File: config.mk
export PLATFORM = sky130hd
export DESIGN_NAME = high_freq_fir_flat
export DESIGN_NICKNAME = d
export VERILOG_FILES = /design/src/rtl/high_freq_fir_if.sv /design/src/rtl/high_freq_fir.sv /design/src/flat_wrapper.sv
export SDC_FILE = /design/constraint.sdc
export NUM_CORES = 2
export LEC_CHECK = 0
export CORE_AREA = 5 5 249 251
export CTS_CLUSTER_DIAMETER = 40
export DETAILED_ROUTE_END_ITERATION = 6
export DIE_AREA = 0 0 254 256
export PLACE_DENSITY = 0.7
export SETUP_SLACK_MARGIN = 0.1
export SLEW_MARGIN = 0
export SYNTH_ARGS = -nofsm -noshare
export SYNTH_HDL_FRONTEND = slang
export SYNTH_SLANG_ARGS = --single-unit
File: constraint.sdc
create_clock -name clk -period 7.5 [get_ports clk]
set_input_delay 1.5 -clock clk [delete_from_list [all_inputs] [get_ports clk]]
set_output_delay 1.5 -clock clk [all_outputs]
set_load 0.01 [all_outputs]
File: src/rtl/high_freq_fir_if.sv
// Queue/ROM/output bundle for the high-band FIR engine.
interface high_freq_fir_if;
   logic        sequencing;
   logic [15:0] lft_in;
   logic [15:0] rght_in;
   logic [9:0]  coeff_addr;
   logic [15:0] coeff;
   logic [15:0] lft_out;
   logic [15:0] rght_out;
   logic        vld;
   logic        err;

   modport master (
      output sequencing, lft_in, rght_in, coeff,
      input  coeff_addr, lft_out, rght_out, vld, err
   );

   modport slave (
      input  sequencing, lft_in, rght_in, coeff,
      output coeff_addr, lft_out, rght_out, vld, err
   );
endinterface

File: src/rtl/high_freq_fir.sv
// Stereo multiply-accumulate over one queue burst; one filtered L/R pair per burst.
module high_freq_fir #(
   parameter int unsigned NUM_TAPS = 1021
) (
   input logic             clk,
   input logic             rst_n,
   high_freq_fir_if.slave  bus
);

   logic [9:0]         tap_cnt_q, tap_cnt_d;
   logic               data_vld_q, data_vld_d;
   logic               prod_vld_q, prod_vld_d;
   logic               prod_vld_prev_q, prod_vld_prev_d;
   logic signed [31:0] prod_l_q, prod_l_d;
   logic signed [31:0] prod_r_q, prod_r_d;
   logic signed [41:0] acc_l_q, acc_l_d;
   logic signed [41:0] acc_r_q, acc_r_d;
   logic [9:0]         burst_cnt_q, burst_cnt_d;
   logic [15:0]        lft_out_q, lft_out_d;
   logic [15:0]        rght_out_q, rght_out_d;
   logic               vld_q, vld_d;
   logic               err_q, err_d;

   logic               burst_first;
   logic               burst_done;

   // Floor-divide by 2^15 and clamp into the 16-bit output range.
   function automatic logic [15:0] sat16(input logic signed [41:0] acc);
      logic signed [26:0] shifted;
      shifted = 27'(acc >>> 15);
      if (shifted > 27'sd32767)
         return 16'h7FFF;
      else if (shifted < -27'sd32768)
         return 16'h8000;
      else
         return shifted[15:0];
   endfunction

   // Coefficient address; parked at 0 whenever the queue is idle.
   assign bus.coeff_addr = bus.sequencing ? tap_cnt_q : '0;

   assign bus.lft_out  = lft_out_q;
   assign bus.rght_out = rght_out_q;
   assign bus.vld      = vld_q;
   assign bus.err      = err_q;

   assign burst_first = prod_vld_q & ~prod_vld_prev_q;
   assign burst_done  = prod_vld_prev_q & ~prod_vld_q;

   // Tap counter and alignment flags: coeff lands alongside the queue data.
   always_comb begin
      tap_cnt_d = '0;
      if (bus.sequencing) begin
         if (tap_cnt_q != 10'(NUM_TAPS - 1))
            tap_cnt_d = tap_cnt_q + 10'd1;
         else
            tap_cnt_d = tap_cnt_q;
      end
      data_vld_d      = bus.sequencing;
      prod_vld_d      = data_vld_q;
      prod_vld_prev_d = prod_vld_q;
   end

   // Stage 1: register per-channel products while data is aligned.
   always_comb begin
      prod_l_d = prod_l_q;
      prod_r_d = prod_r_q;
      if (data_vld_q) begin
         prod_l_d = $signed(bus.lft_in)  * $signed(bus.coeff);
         prod_r_d = $signed(bus.rght_in) * $signed(bus.coeff);
      end
   end

   // Stage 2: accumulate; the prod_vld rise restarts the sum so a following
   // burst can begin before the previous result has been unloaded.
   always_comb begin
      acc_l_d     = acc_l_q;
      acc_r_d     = acc_r_q;
      burst_cnt_d = burst_cnt_q;
      if (burst_first) begin
         acc_l_d     = 42'(prod_l_q);
         acc_r_d     = 42'(prod_r_q);
         burst_cnt_d = 10'd1;
      end else if (prod_vld_q) begin
         acc_l_d = acc_l_q + 42'(prod_l_q);
         acc_r_d = acc_r_q + 42'(prod_r_q);
         if (burst_cnt_q != 10'd1023)
            burst_cnt_d = burst_cnt_q + 10'd1;
      end
   end

   // Output load on the prod_vld fall; vld is a single-cycle strobe.
   always_comb begin
      lft_out_d  = lft_out_q;
      rght_out_d = rght_out_q;
      err_d      = err_q;
      vld_d      = burst_done;
      if (burst_done) begin
         lft_out_d  = sat16(acc_l_q);
         rght_out_d = sat16(acc_r_q);
         err_d      = (burst_cnt_q != 10'(NUM_TAPS));
      end
   end

   // State registers with asynchronous active-low clear.
   always_ff @(posedge clk or negedge rst_n) begin
      if (!rst_n) begin
         tap_cnt_q       <= '0;
         data_vld_q      <= 1'b0;
         prod_vld_q      <= 1'b0;
         prod_vld_prev_q <= 1'b0;
         prod_l_q        <= '0;
         prod_r_q        <= '0;
         acc_l_q         <= '0;
         acc_r_q         <= '0;
         burst_cnt_q     <= '0;
         lft_out_q       <= '0;
         rght_out_q      <= '0;
         vld_q           <= 1'b0;
         err_q           <= 1'b0;
      end else begin
         tap_cnt_q       <= tap_cnt_d;
         data_vld_q      <= data_vld_d;
         prod_vld_q      <= prod_vld_d;
         prod_vld_prev_q <= prod_vld_prev_d;
         prod_l_q        <= prod_l_d;
         prod_r_q        <= prod_r_d;
         acc_l_q         <= acc_l_d;
         acc_r_q         <= acc_r_d;
         burst_cnt_q     <= burst_cnt_d;
         lft_out_q       <= lft_out_d;
         rght_out_q      <= rght_out_d;
         vld_q           <= vld_d;
         err_q           <= err_d;
      end
   end

endmodule
File: src/flat_wrapper.sv
// flat-port wrapper written by rule: the top's interface ports become plain ports
module high_freq_fir_flat 
#(
   parameter int unsigned NUM_TAPS = 1021
)
  (clk, rst_n, bus_sequencing, bus_lft_in, bus_rght_in, bus_coeff, bus_coeff_addr, bus_lft_out, bus_rght_out, bus_vld, bus_err);
  high_freq_fir_if bus_i ();
  input logic clk;
  input logic rst_n;
  input wire logic [$bits(bus_i.sequencing)-1:0] bus_sequencing;
  input wire logic [$bits(bus_i.lft_in)-1:0] bus_lft_in;
  input wire logic [$bits(bus_i.rght_in)-1:0] bus_rght_in;
  input wire logic [$bits(bus_i.coeff)-1:0] bus_coeff;
  output wire logic [$bits(bus_i.coeff_addr)-1:0] bus_coeff_addr;
  output wire logic [$bits(bus_i.lft_out)-1:0] bus_lft_out;
  output wire logic [$bits(bus_i.rght_out)-1:0] bus_rght_out;
  output wire logic [$bits(bus_i.vld)-1:0] bus_vld;
  output wire logic [$bits(bus_i.err)-1:0] bus_err;
  assign bus_i.sequencing = bus_sequencing;
  assign bus_i.lft_in = bus_lft_in;
  assign bus_i.rght_in = bus_rght_in;
  assign bus_i.coeff = bus_coeff;
  assign bus_coeff_addr = bus_i.coeff_addr;
  assign bus_lft_out = bus_i.lft_out;
  assign bus_rght_out = bus_i.rght_out;
  assign bus_vld = bus_i.vld;
  assign bus_err = bus_i.err;
  high_freq_fir #(.NUM_TAPS(NUM_TAPS)) u_core (.clk(clk), .rst_n(rst_n), .bus(bus_i));
endmodule
=== Word level (Yosys, flattened, before mapping) ===
Index checks and enable logic that the tools add are counted.

* Bits in registers: 205
* Latch bits: 0
* Bits in writable memories: 0
* ROM bits: 0
* Output and inout port bits: 44
* Logic and storage cells: 48
* Memories: 0

* Add/sub/neg operators: 4
* $mul: 2
* Div/mod/pow operators: 0
* Order comparisons: 4
* Equality and inequality tests: 4
* Shift operators: 0
* Multiplexer cells: 14
* Bitwise operators: 4
* Reductions and logical operators: 3

{| class="wikitable"
|+ Operator list
! operator !! number
|-
| 2-to-1 mux 42 bit || 4
|-
| adder 42 x 32 -> 42 bit || 2
|-
| multiplier 16 x 16 -> 32 bit || 2
|-
| 2-to-1 mux 16 bit || 4
|-
| 2-to-1 mux 10 bit || 6
|-
| greater-than comparator 27 x 16 -> 1 bit, second input constant || 2
|-
| less-than comparator 27 x 16 -> 1 bit, second input constant || 2
|-
| != test 10 bit, second input constant || 3
|-
| adder 10 x 1 -> 10 bit, second input constant || 2
|-
| nonzero test 2 bit || 2
|-
| AND 1 bit || 2
|-
| != test 2 x 1 -> 1 bit, second input constant || 1
|-
| inverter 1 bit || 2
|-
| AND reduction 2 bit || 1
|}

=== Logic depth before layout (Yosys ltp) ===
* Depth in word-level cells: 4
* Mapped depth: 26
* Depth with buffers taken out: 24

=== Worst setup path before layout ===
OpenSTA, ideal clock, no wires.

* Kind: input port to flip-flop
* Start: in bus_lft_in[15]
* End: reg u_core.prod_l_q[31]
* Library setup time: 0.126 ns
* Data arrival time: 7.271 ns
* Data required time: 7.374 ns
* Slack: 0.103 ns
* Stages: 21
* Path through: clkbuf_1 -> nand2_1 -> inv_1 -> fa_1 -> fa_1 -> fa_1 -> fa_1 -> fa_1 -> inv_1 -> fa_1 -> inv_1 -> ha_1 -> a21o_1 -> a21o_1 -> a21oi_1 -> o21ai_0 -> nor2b_1 -> a211o_1 -> o41ai_2 -> nor4b_1 -> a311o_1

* Word-level cells in the longest chain between the ends: 1

{| class="wikitable"
|+ Ends and longest elaborated chain
! element !! RTL line !! text
|-
| start: declaration || flat_wrapper.sv:11 || <nowiki>input wire logic [$bits(bus_i.lft_in)-1:0] bus_lft_in;</nowiki>
|-
| multiplier 16 x 16 -> 32 bit || high_freq_fir.sv:69 || <nowiki>prod_l_d = $signed(bus.lft_in) * $signed(bus.coeff);</nowiki>
|-
| end signal: assignment || high_freq_fir.sv:126 || <nowiki>prod_l_q <= prod_l_d;</nowiki>
|-
| end: declaration || high_freq_fir.sv:14 || <nowiki>logic signed [31:0] prod_l_q, prod_l_d;</nowiki>
|}

Every way passes these cells.
A chain may end at the register's enable or synchronous reset.

=== Worst setup path in the final report ===
* Start: in bus_lft_in[10]
* End: reg u_core.prod_l_q[29]

Same word-level chain as after synthesis.

==> results.toml <==
[critical_path]
ff2ff_setup_slack_ns = 3.97
crit_required_ns = 7.94
crit_type = "input pin to flop"
arrival_ns = 7.61
endpoint_kind = "flop"
cp_max_fo = 11
startpoint_type = "input pin"

[logic_synthesis]
synth-seq-area-share_pct = 15.8
syn-num-nets = 4350
synthCells = 3523
synth_area_um2 = 32400
synth.most_common_cell = "inv_1"
synth-seq-cells = 205
yosysUniqueCellTypes = 78
yosys_warnings = 0
synth_top_area_cell = "fa_1"
ys.flop_type = "dfrtp_1"
synthArstFlopShare_pct = 100
synth_top_cell_area_share_pct = 32.5
synth_edf_count = 0
synth.avg_cell_area_um2 = 9.19
ys_top_cells_by_area = "fa_1 33%, dfrtp_1 16%, ha_1 9.7%"
synth_common_cells = "610 x inv_1, 526 x fa_1, 354 x nand2_1, 255 x and2_1, 250 x ha_1"

[sta]
finalCritPeriodShare_pct = 95.7
fmax_mhz = 139
setup_viol_count_final = 0
worstMarginPinSlew_ns = 1.05
final-hold-violation-count = 0
drv_slew = 0
rsz0062_at_grt = "true"
period_minus_slack_ns = 7.17
fin_skew_ns = 0.00914
relSlewSlack_pct = 29.5

[routing]
drt-initial-drc-count = 1366
drt-pass1-iter-count = 5
ant_nets = 0
drcViolationCount = 0
wirelength_um = 77800
via_per_inst = 5.43
vias = 25200
routedWlPerCell_um = 16.8

[floorplan]
rows = 90
die_w_um = 254
coreArea_um2 = 59700
die_area_um2 = 65000
start_util_pct = 54.3
chipHeight_um = 256
ios = 95

[global_route]
grt_start_max_net_pins = 138
grt_pass1_wl_um = 131000
antenna_found_initial = 1
grt_usage_pct = 23.9
grt.overflow.total = 0
grt_pass1_vias = 26100

[layout]
area_growth_pct = 17.9
fin_nets = 4665
final_cell_area_um2 = 38200
n_antenna_cell = 0
drive_above_1_share_pct = 13.2

[cts]
clk_pin_slew_ns = 0.06
cts_htree_levels = 1
cts_inserted_buffers = 30
clockRootBuffer = "clkbuf_16"
clk_path_buf_depth = 3
clock_sinks = 205
clkLatencyLatePin_ns = 0.55
cts_tree = "built"

[placed_design]
gp_congestion = 0.890
dp_hpwl_um = 62500
placed_area_um2 = 36400
numPortBuffers = 94

[flow_run]
drv_cap = 0

[outcome]
status = "finished, final reports clean"

[hold_path]
hold_class = "flop to flop"
==> kinds of logic after synthesis <==
group / synth area share [%]
AO/OA/AOI/OAI: 11.5
XOR/XNOR: 3.79
adder cells (fa/ha/maj): 42.2
buffers and inverters: 8.73
flip-flops: 15.8
multiplexers: 3.03
AND/OR/NAND/NOR: 14.9
==> layout by cell type, fill, tap and decap left out, types with 7 or more instances in the layout <==
| cell type | count |
|---|---|
| clkbuf_16 | 38 |
| or3_1 | 9 |
| o22ai_1 | 7 |
| and3_1 | 19 |
| and2_1 | 252 |
| a221o_1 | 9 |
| a21oi_1 | 153 |
| fa_1 | 519 |
| buf_6 | 20 |
| xnor2_1 | 99 |
| o21ai_0 | 87 |
| nor4_1 | 7 |
| nor2_1 | 210 |
| ha_1 | 245 |
| nand2b_1 | 18 |
| nand2_1 | 350 |
| dfrtp_1 | 202 |
| inv_1 | 604 |
| xor2_1 | 41 |
| dlymetal6s2s_1 | 29 |
| mux2i_1 | 44 |
| a21oi_2 | 7 |
| o221ai_1 | 11 |
| fa_2 | 7 |
| buf_4 | 264 |
| clkdlybuf4s50_1 | 60 |
| a211oi_1 | 14 |
| o21ai_1 | 19 |
| o21a_1 | 21 |
| nor2b_1 | 15 |
| o21bai_1 | 23 |
| o211ai_1 | 13 |
| buf_12 | 34 |
| a21o_1 | 82 |
| mux2_2 | 43 |
| a31oi_1 | 25 |
| nand3_1 | 49 |
| nor3_1 | 24 |
| o31ai_1 | 11 |
| nand4_1 | 22 |
==> state kept, by name (all words and copies together), names as in the netlist <==
name and count:
u_core.prod_l_q 32, u_core.bus.vld 1, u_core.bus.lft_out 16, u_core.prod_vld_prev_q 1, u_core.prod_r_q 32, u_core.tap_cnt_q 10
u_core.bus.rght_out 16, u_core.bus.err 1, u_core.acc_l_q 42, u_core.prod_vld_prev_d 1, u_core.data_vld_q 1, u_core.burst_cnt_q 10
u_core.acc_r_q 42
==> what timing repair did <==
action	4_1_cts	5_1_grt
resized for setup	4	116
hold endpoints to repair	0	0
cloned	0	8
pin swaps	1	51
setup endpoints to repair	3	17
buffers inserted	0	24
hold buffers	0	0
==> per-stage QoR <==
step	worst slack [ns]	hold slack (ns)	cells	util, %	setup TNS [ns]
final	0.326	0.478	4643	64.0	0
after global placement	-0.399	0.461	4556	60.9	-5.45
after global routing	0.0537	0.500	4643	64.0	0
after CTS	0.118	0.483	4611	62.7	0
after detailed placement	-0.619	0.470	4556	60.9	-7.86
after floorplan	0.103	0.379	3523	-	0
==> area by class of cell <==
type / count / area (µm²)
Multi-Input combinational cell: 2568 / 24700
Fill cell: 5039 / 21500
Sequential cell: 205 / 5140
Timing Repair Buffer: 422 / 4100
Inverter: 611 / 2290
Tap cell: 782 / 978
Clock buffer: 33 / 783
Clock inverter: 22 / 224
==> worst max-delay path, stage by stage <==
cell             delay (ns)
clkdlybuf4s50_1        0.45
buf_4                  0.17
buf_6                  0.18
nand2_1                0.09
fa_1                   0.50
inv_1                  0.05
fa_1                   0.48
fa_1                   0.58
fa_1                   0.45
fa_1                   0.51
inv_1                  0.05
fa_1                   0.47
inv_1                  0.04
ha_1                   0.29
a21o_1                 0.18
a21oi_1                0.13
nor2_1                 0.05
nor2_1                 0.09
o21ai_1                0.08
nor2b_1                0.14
a211o_1                0.31
o41ai_4                0.43
xnor2_1                0.14
mux2_4                 0.26
==> per-layer routing <==
layer	global-route usage [%]	up-vias	routed length, µm
li1	-	11900	-
met1	35.6	12600	36600
met2	38.6	574	35900
met3	1.97	106	3750
met4	5.09	0	1600
met5	0	-	0
==> final timing paths <==
kind                                                   start                                 end  cells past startpoint
max in group asynchronous                              rst_n         u_core.data_vld_q$_DFF_PN0_                      2
max                                           bus_lft_in[10]     u_core.prod_l_q[29]$_DFFE_PN0P_                     24
min                        u_core.bus.lft_out[5]$_DFFE_PN0P_   u_core.bus.lft_out[5]$_DFFE_PN0P_                      2
max reg2reg                   u_core.prod_l_q[0]$_DFFE_PN0P_      u_core.acc_l_q[40]$_DFFE_PN0P_                     13
min reg2reg                u_core.bus.lft_out[5]$_DFFE_PN0P_   u_core.bus.lft_out[5]$_DFFE_PN0P_                      2
min in group asynchronous                              rst_n  u_core.bus.lft_out[12]$_DFFE_PN0P_                      1
Power is not shown: default switching activity piles up to over one toggle a cycle in this logic, so the estimate is an artifact.
